<file path="config.mk">
export PLATFORM = sky130hd
export DESIGN_NAME = uart_rx_os8
export DESIGN_NICKNAME = d
export VERILOG_FILES = /design/src/rtl/uart_rx_os8.sv
export SDC_FILE = /design/constraint.sdc
export NUM_CORES = 1
export LEC_CHECK = 0
export ABC_AREA = 1
export ABC_CLOCK_PERIOD_IN_PS = 2850
export CAP_MARGIN = 20
export CELL_PAD_IN_SITES_DETAIL_PLACEMENT = 0
export CELL_PAD_IN_SITES_GLOBAL_PLACEMENT = 1
export CORE_MARGIN = 5
export CORE_UTILIZATION = 44
export CTS_CLUSTER_DIAMETER = 150
export DETAILED_ROUTE_END_ITERATION = 10
export PLACE_DENSITY_LB_ADDON = 0.1
export SLEW_MARGIN = 20
export SYNTH_ARGS = -nofsm -noshare
export SYNTH_HDL_FRONTEND = slang
export SYNTH_SLANG_ARGS = --single-unit
export TNS_END_PERCENT = 100
</file>
<file path="constraint.sdc">
create_clock -name sys_clk -period 2.85 [get_ports sys_clk]
set_input_delay 0.7125 -clock sys_clk [delete_from_list [all_inputs] [get_ports sys_clk]]
set_output_delay 0.7125 -clock sys_clk [all_outputs]
set_load 0.02 [all_outputs]
</file>
<file path="src/rtl/uart_rx_os8.sv">
// UART receiver driven by an 8x oversampling tick, with a one-entry valid/ready output buffer.
// Optional even-parity checking is enabled by defining UART_RX_PARITY_EN.
module uart_rx_os8 #(
  parameter int DATA_BITS   = 8,
  parameter int SYNC_STAGES = 2
) (
  input  logic                 sys_clk,
  input  logic                 rst,
  input  logic                 bclkx8,
  input  logic                 rxd,
  output logic [DATA_BITS-1:0] rx_data,
  output logic                 rx_valid,
  input  logic                 rx_ready,
  output logic                 framing_err,
  output logic                 overrun,
  output logic                 parity_err
);

  localparam int BCW = (DATA_BITS > 1) ? $clog2(DATA_BITS) : 1;
  localparam logic [BCW-1:0] LAST_BIT = BCW'(DATA_BITS - 1);

  typedef enum logic [2:0] {
    IDLE,
    START,
    DATA,
`ifdef UART_RX_PARITY_EN
    PARITY,
`endif
    STOP,
    WAIT_HIGH
  } state_t;

  state_t               state, state_n;
  logic [2:0]           os_cnt, os_n;
  logic [BCW-1:0]       bit_cnt, bit_n;
  logic [DATA_BITS-1:0] shift_q, shift_n;
  logic [SYNC_STAGES-1:0] rx_sync;
  logic [2:0]           bclk_sync;
  logic                 rxs;
  logic                 tick;
  logic                 frame_done;
  logic                 stop_bad;
  logic                 stop_sample;

  // Both synchronisers; rxd stages come out of reset at the idle-high line level.
  always_ff @(posedge sys_clk) begin
    if (rst) begin
      rx_sync   <= '1;
      bclk_sync <= '0;
    end else begin
      // NOTE: all sequential state uses non-blocking assignments so every flop samples pre-edge values.
      rx_sync   <= {rx_sync[SYNC_STAGES-2:0], rxd};
      bclk_sync <= {bclk_sync[1:0], bclkx8};
    end
  end

  assign rxs  = rx_sync[SYNC_STAGES-1];
  assign tick = bclk_sync[1] & ~bclk_sync[2];

  always_ff @(posedge sys_clk) begin
    if (rst) begin
      state   <= IDLE;
      os_cnt  <= '0;
      bit_cnt <= '0;
    end else begin
      state   <= state_n;
      os_cnt  <= os_n;
      bit_cnt <= bit_n;
    end
  end

  // NOTE: the shift register is plain datapath with no reset; it is only observed after a full frame.
  always_ff @(posedge sys_clk) begin
    shift_q <= shift_n;
  end

`ifdef UART_RX_PARITY_EN
  logic par_q, par_n;

  always_ff @(posedge sys_clk) begin
    if (rst) par_q <= 1'b0;
    else     par_q <= par_n;
  end
`endif

  always_comb begin
    // NOTE: every signal gets a default first so no path through the case can infer a latch.
    state_n     = state;
    os_n        = os_cnt;
    bit_n       = bit_cnt;
    shift_n     = shift_q;
    frame_done  = 1'b0;
    stop_bad    = 1'b0;
    stop_sample = 1'b0;
`ifdef UART_RX_PARITY_EN
    par_n       = par_q;
`endif
    if (tick) begin
      unique case (state)
        IDLE: begin
          if (!rxs) begin
            state_n = START;
            os_n    = 3'd0;
          end
        end
        START: begin
          os_n = os_cnt + 3'd1;
          // Third tick after detection lands mid start bit; a high line here was a glitch.
          if (os_cnt == 3'd2) begin
            if (rxs) begin
              state_n = IDLE;
            end else begin
              state_n = DATA;
              os_n    = 3'd0;
              bit_n   = '0;
            end
          end
        end
        DATA: begin
          os_n = os_cnt + 3'd1;
          if (os_cnt == 3'd7) begin
            shift_n = {rxs, shift_q[DATA_BITS-1:1]};
            if (bit_cnt == LAST_BIT) begin
`ifdef UART_RX_PARITY_EN
              state_n = PARITY;
`else
              state_n = STOP;
`endif
            end else begin
              bit_n = bit_cnt + 1'b1;
            end
          end
        end
`ifdef UART_RX_PARITY_EN
        PARITY: begin
          os_n = os_cnt + 3'd1;
          if (os_cnt == 3'd7) begin
            par_n   = rxs;
            state_n = STOP;
          end
        end
`endif
        STOP: begin
          os_n = os_cnt + 3'd1;
          if (os_cnt == 3'd7) begin
            stop_sample = 1'b1;
            if (rxs) begin
              frame_done = 1'b1;
              state_n    = IDLE;
            end else begin
              stop_bad = 1'b1;
              state_n  = WAIT_HIGH;
            end
          end
        end
        WAIT_HIGH: begin
          // A held-low break must return high before another start bit is accepted.
          if (rxs) state_n = IDLE;
        end
        default: state_n = IDLE;
      endcase
    end
  end

  // Output buffer: load when empty or being drained this cycle, otherwise drop and flag.
  always_ff @(posedge sys_clk) begin
    if (rst) begin
      rx_data     <= '0;
      rx_valid    <= 1'b0;
      framing_err <= 1'b0;
      overrun     <= 1'b0;
    end else begin
      framing_err <= stop_bad;
      overrun     <= 1'b0;
      if (frame_done) begin
        if (!rx_valid || rx_ready) begin
          rx_data  <= shift_q;
          rx_valid <= 1'b1;
        end else begin
          overrun <= 1'b1;
        end
      end else if (rx_valid && rx_ready) begin
        rx_valid <= 1'b0;
      end
    end
  end

`ifdef UART_RX_PARITY_EN
  always_ff @(posedge sys_clk) begin
    if (rst) parity_err <= 1'b0;
    else     parity_err <= stop_sample & (^{shift_q, par_q});
  end
`else
  assign parity_err = 1'b0;
`endif

endmodule

</file>
==> results.tsv <==
stage	metric	value	unit
detailed_routing	ant_nets	0	
job	cap_viol_max_count	0	
detailed_routing	detail_route.iter0.violations	44	
detailed_routing	wl	2460	um
critical_path	cp_max_fo	3	
die	die_w	67.3	um
yosys	synth_area	1440	um2
power_and_ir_drop	leakage	0.000685	uW
die	pin_count	17	
cells_and_area	nFillCells	323	
timing	tightest_slew	0.614	ns
global_route	grt_overflow	0	
global_route	grt_pass1_wl	4390	um
clocking	clock-sinks	33	
detailed_routing	via_count	1078	
critical_path	cp.required	2.14	ns
die	dieArea	4530	um2
die	die_y	67.3	um
timing	finalCritPeriodShare	70.3	%
critical_path	crit_family	buffers and inverters	
clocking	cts_setup_buffers	0	
timing	finalCriticalPeriod	2.00	ns
cells_and_area	multi_input_area	562	um2
timing	rsz0062_at_grt	false	
critical_path	cpMaxStageDelayCell	clkdlybuf4s50_1	
placed_design	port_buffers	15	
power_and_ir_drop	finalPower	758	uW
cells_and_area	fin_nets	199	
global_route	antenna_found_initial	0	
timing	holdWs	0.413	ns
critical_path	critPathKind	reg -> out	
detailed_routing	wire_per_inst	10.5	um
yosys	ys_ff_latch	33	
timing	clock.fmax	0.499	GHz
critical_path	crit_buf_inv	1	
yosys	synth_fp_nets	182	
die	rows	20	
timing	fin_setup_tns	0	ns
critical_path	cp_data_arrival_time	1.29	ns
cells_and_area	syn_to_final_growth	15.2	%
critical_path	crit_chain	clkdlybuf4s50_1	
clocking	clk_latency	0.32	ns
clocking	cts_buffers	5	
timing	slew_violations	0	
global_route	grt_use_total	13.0	%
timing	finalSetupViolations	0	
yosys	syn_inst	172	
detailed_routing	drcViolationCount	0	
clocking	path_clk_slew	0.09	ns
placed_design	dp_hpwl	1870	um
global_route	grt_pass1_vias	1018	
yosys	avgSynthCellArea	8.39	um2
critical_path	crit_path_end_kind	output port	
detailed_routing	drt_pass1_iterations	4	
worst_hold_path	hp-class	reg -> reg	
clocking	cts_max_level	2	
yosys	yosysSeqAreaShare	51.3	%
cells_and_area	drive_above_1_share	11.1	%
power_and_ir_drop	ir_worst_vdd	273	uV
die	start_util	46.5	%
timing	fin_worst_skew	0.00727	ns
yosys	synth_cell_types	27	
yosys	ys_warn_count	0	
clocking	clock_path_buffers	2	
power_and_ir_drop	power_density	456	nW/um2
outcome	status	finished, final reports clean	
timing	slew_headroom	58.9	%
timing	finalHoldViolCount	0	
clocking	cts-root-buf	clkbuf_4	
clocking	holdBufCountCts	0	
critical_path	slowest_delay	0.61	ns
placed_design	gp_congestion	0.816	
detailed_routing	vias_per_cell	4.61	
clocking	cts_tree	built	
cells_and_area	antennaDiodeCount	0	
clocking	cts_resized	0	
cells_and_area	seq_area	741	um2
die	core	3100	um2
global_route	grt_max_degree	17	
critical_path	cp-start-kind	flop	
-- flip-flops by register name (all words and copies together) (netlist names) --
name,cells
overrun,1
rx_valid,1
framing_err,1
state,3
bit_cnt,3
shift_q,8
rx_sync,2
rx_data,8
bclk_sync,3
os_cnt,3
-- layout by cell type, fill, tap and decap left out, drive strengths merged --
cell type / n
nand2: 30
nor4: 1
inv: 28
clkinv: 3
o21ai: 12
or2: 2
dfxtp: 25
clkdlybuf4s50: 15
ha: 5
nor3: 2
conb: 1
nor2: 29
nand4: 1
nor2b: 1
a21oi: 11
clkbuf: 5
edfxtp: 8
nand3: 11
-- final timing paths --
path | cells after the start | from | slack (ns) | end
hold / removal | 2 | bclk_sync[0]$_SDFF_PP0_ | 0.41 | bclk_sync[1]$_SDFF_PP0_
setup / recovery | 1 | rx_valid$_SDFFE_PP0P_ | 0.85 | rx_valid
hold reg to reg | 2 | bclk_sync[0]$_SDFF_PP0_ | 0.41 | bclk_sync[1]$_SDFF_PP0_
setup reg to reg | 6 | os_cnt[1]$_SDFFE_PP0P_ | 0.99 | shift_q[6]$_DFFE_PP_
-- logic make-up after synthesis --
| kind of cell | count (synthesis) | share of synthesized area, % |
|---|---|---|
| simple gates | 77 | 26.1 |
| compound gates | 23 | 8.23 |
| flops | 33 | 51.3 |
| fa+ha+maj | 5 | 4.33 |
| other cells | 1 | 0.260 |
| buf+inv | 33 | 9.79 |
-- routing by layer --
layer  part of all wire, %  vias to the layer above  GRT usage [%]  routed length (um)
li1                      -                      572              -                   -
met1                    47                      478           15.3                1160
met2                    47                       23           21.6                1160
met3                   4.7                        5           4.16                 115
met4                   1.2                        0           5.32                  29
met5                     0                        -              0                   0
-- metrics by stage --
stage	worst slack [ns]	util [%]	instance area, um2	instances
finish	0.847	53.6	1660	234
global placement	0.775	52.0	1610	226
CTS	0.824	53.6	1660	234
global route	0.751	53.6	1660	234
floorplan	1.19	-	1440	172
detailed placement	0.730	52.0	1610	226
-- layout make-up --
type / instances / share of cell area, %
Clock inverter: 3 / 0.752
Tap cell: 44 / 3.31
Inverter: 28 / 6.32
Clock buffer: 5 / 2.26
Sequential cell: 33 / 44.5
Timing Repair Buffer: 15 / 9.03
Multi-Input combinational cell: 106 / 33.8
-- cell usage after synthesis, drive strengths merged --
cell    instances  area share (%)
a21oi          11             3.8
buf             5             2.5
conb            1            0.26
dfxtp          25              35
edfxtp          8              17
ha              5             4.3
inv            28             7.3
nand2          30             8.0
nand3          11             5.4
nand4           1            0.43
nor2           29             8.6
nor2b           1            0.95
nor3            2             1.5
nor4            1            0.43
o21ai          12             4.4
or2             2            0.87
-- where the power goes --
part / total, uW / leakage [uW] / switching (uW) / internal [uW]
registers: 485 / 0.000274 / 4.43 / 481
logic: 34.9 / 0.000381 / 21.6 / 13.3
clock network: 237 / 0.0000300 / 148 / 89.1
total: 758 / 0.000685 / 174 / 583
-- worst min-delay path, cell delays in order, from the launching register on --
cell and delay (ns):
dfxtp_1 0.31, inv_1 0.04, nor2_1 0.03
Power figures use the tool's default switching activity.
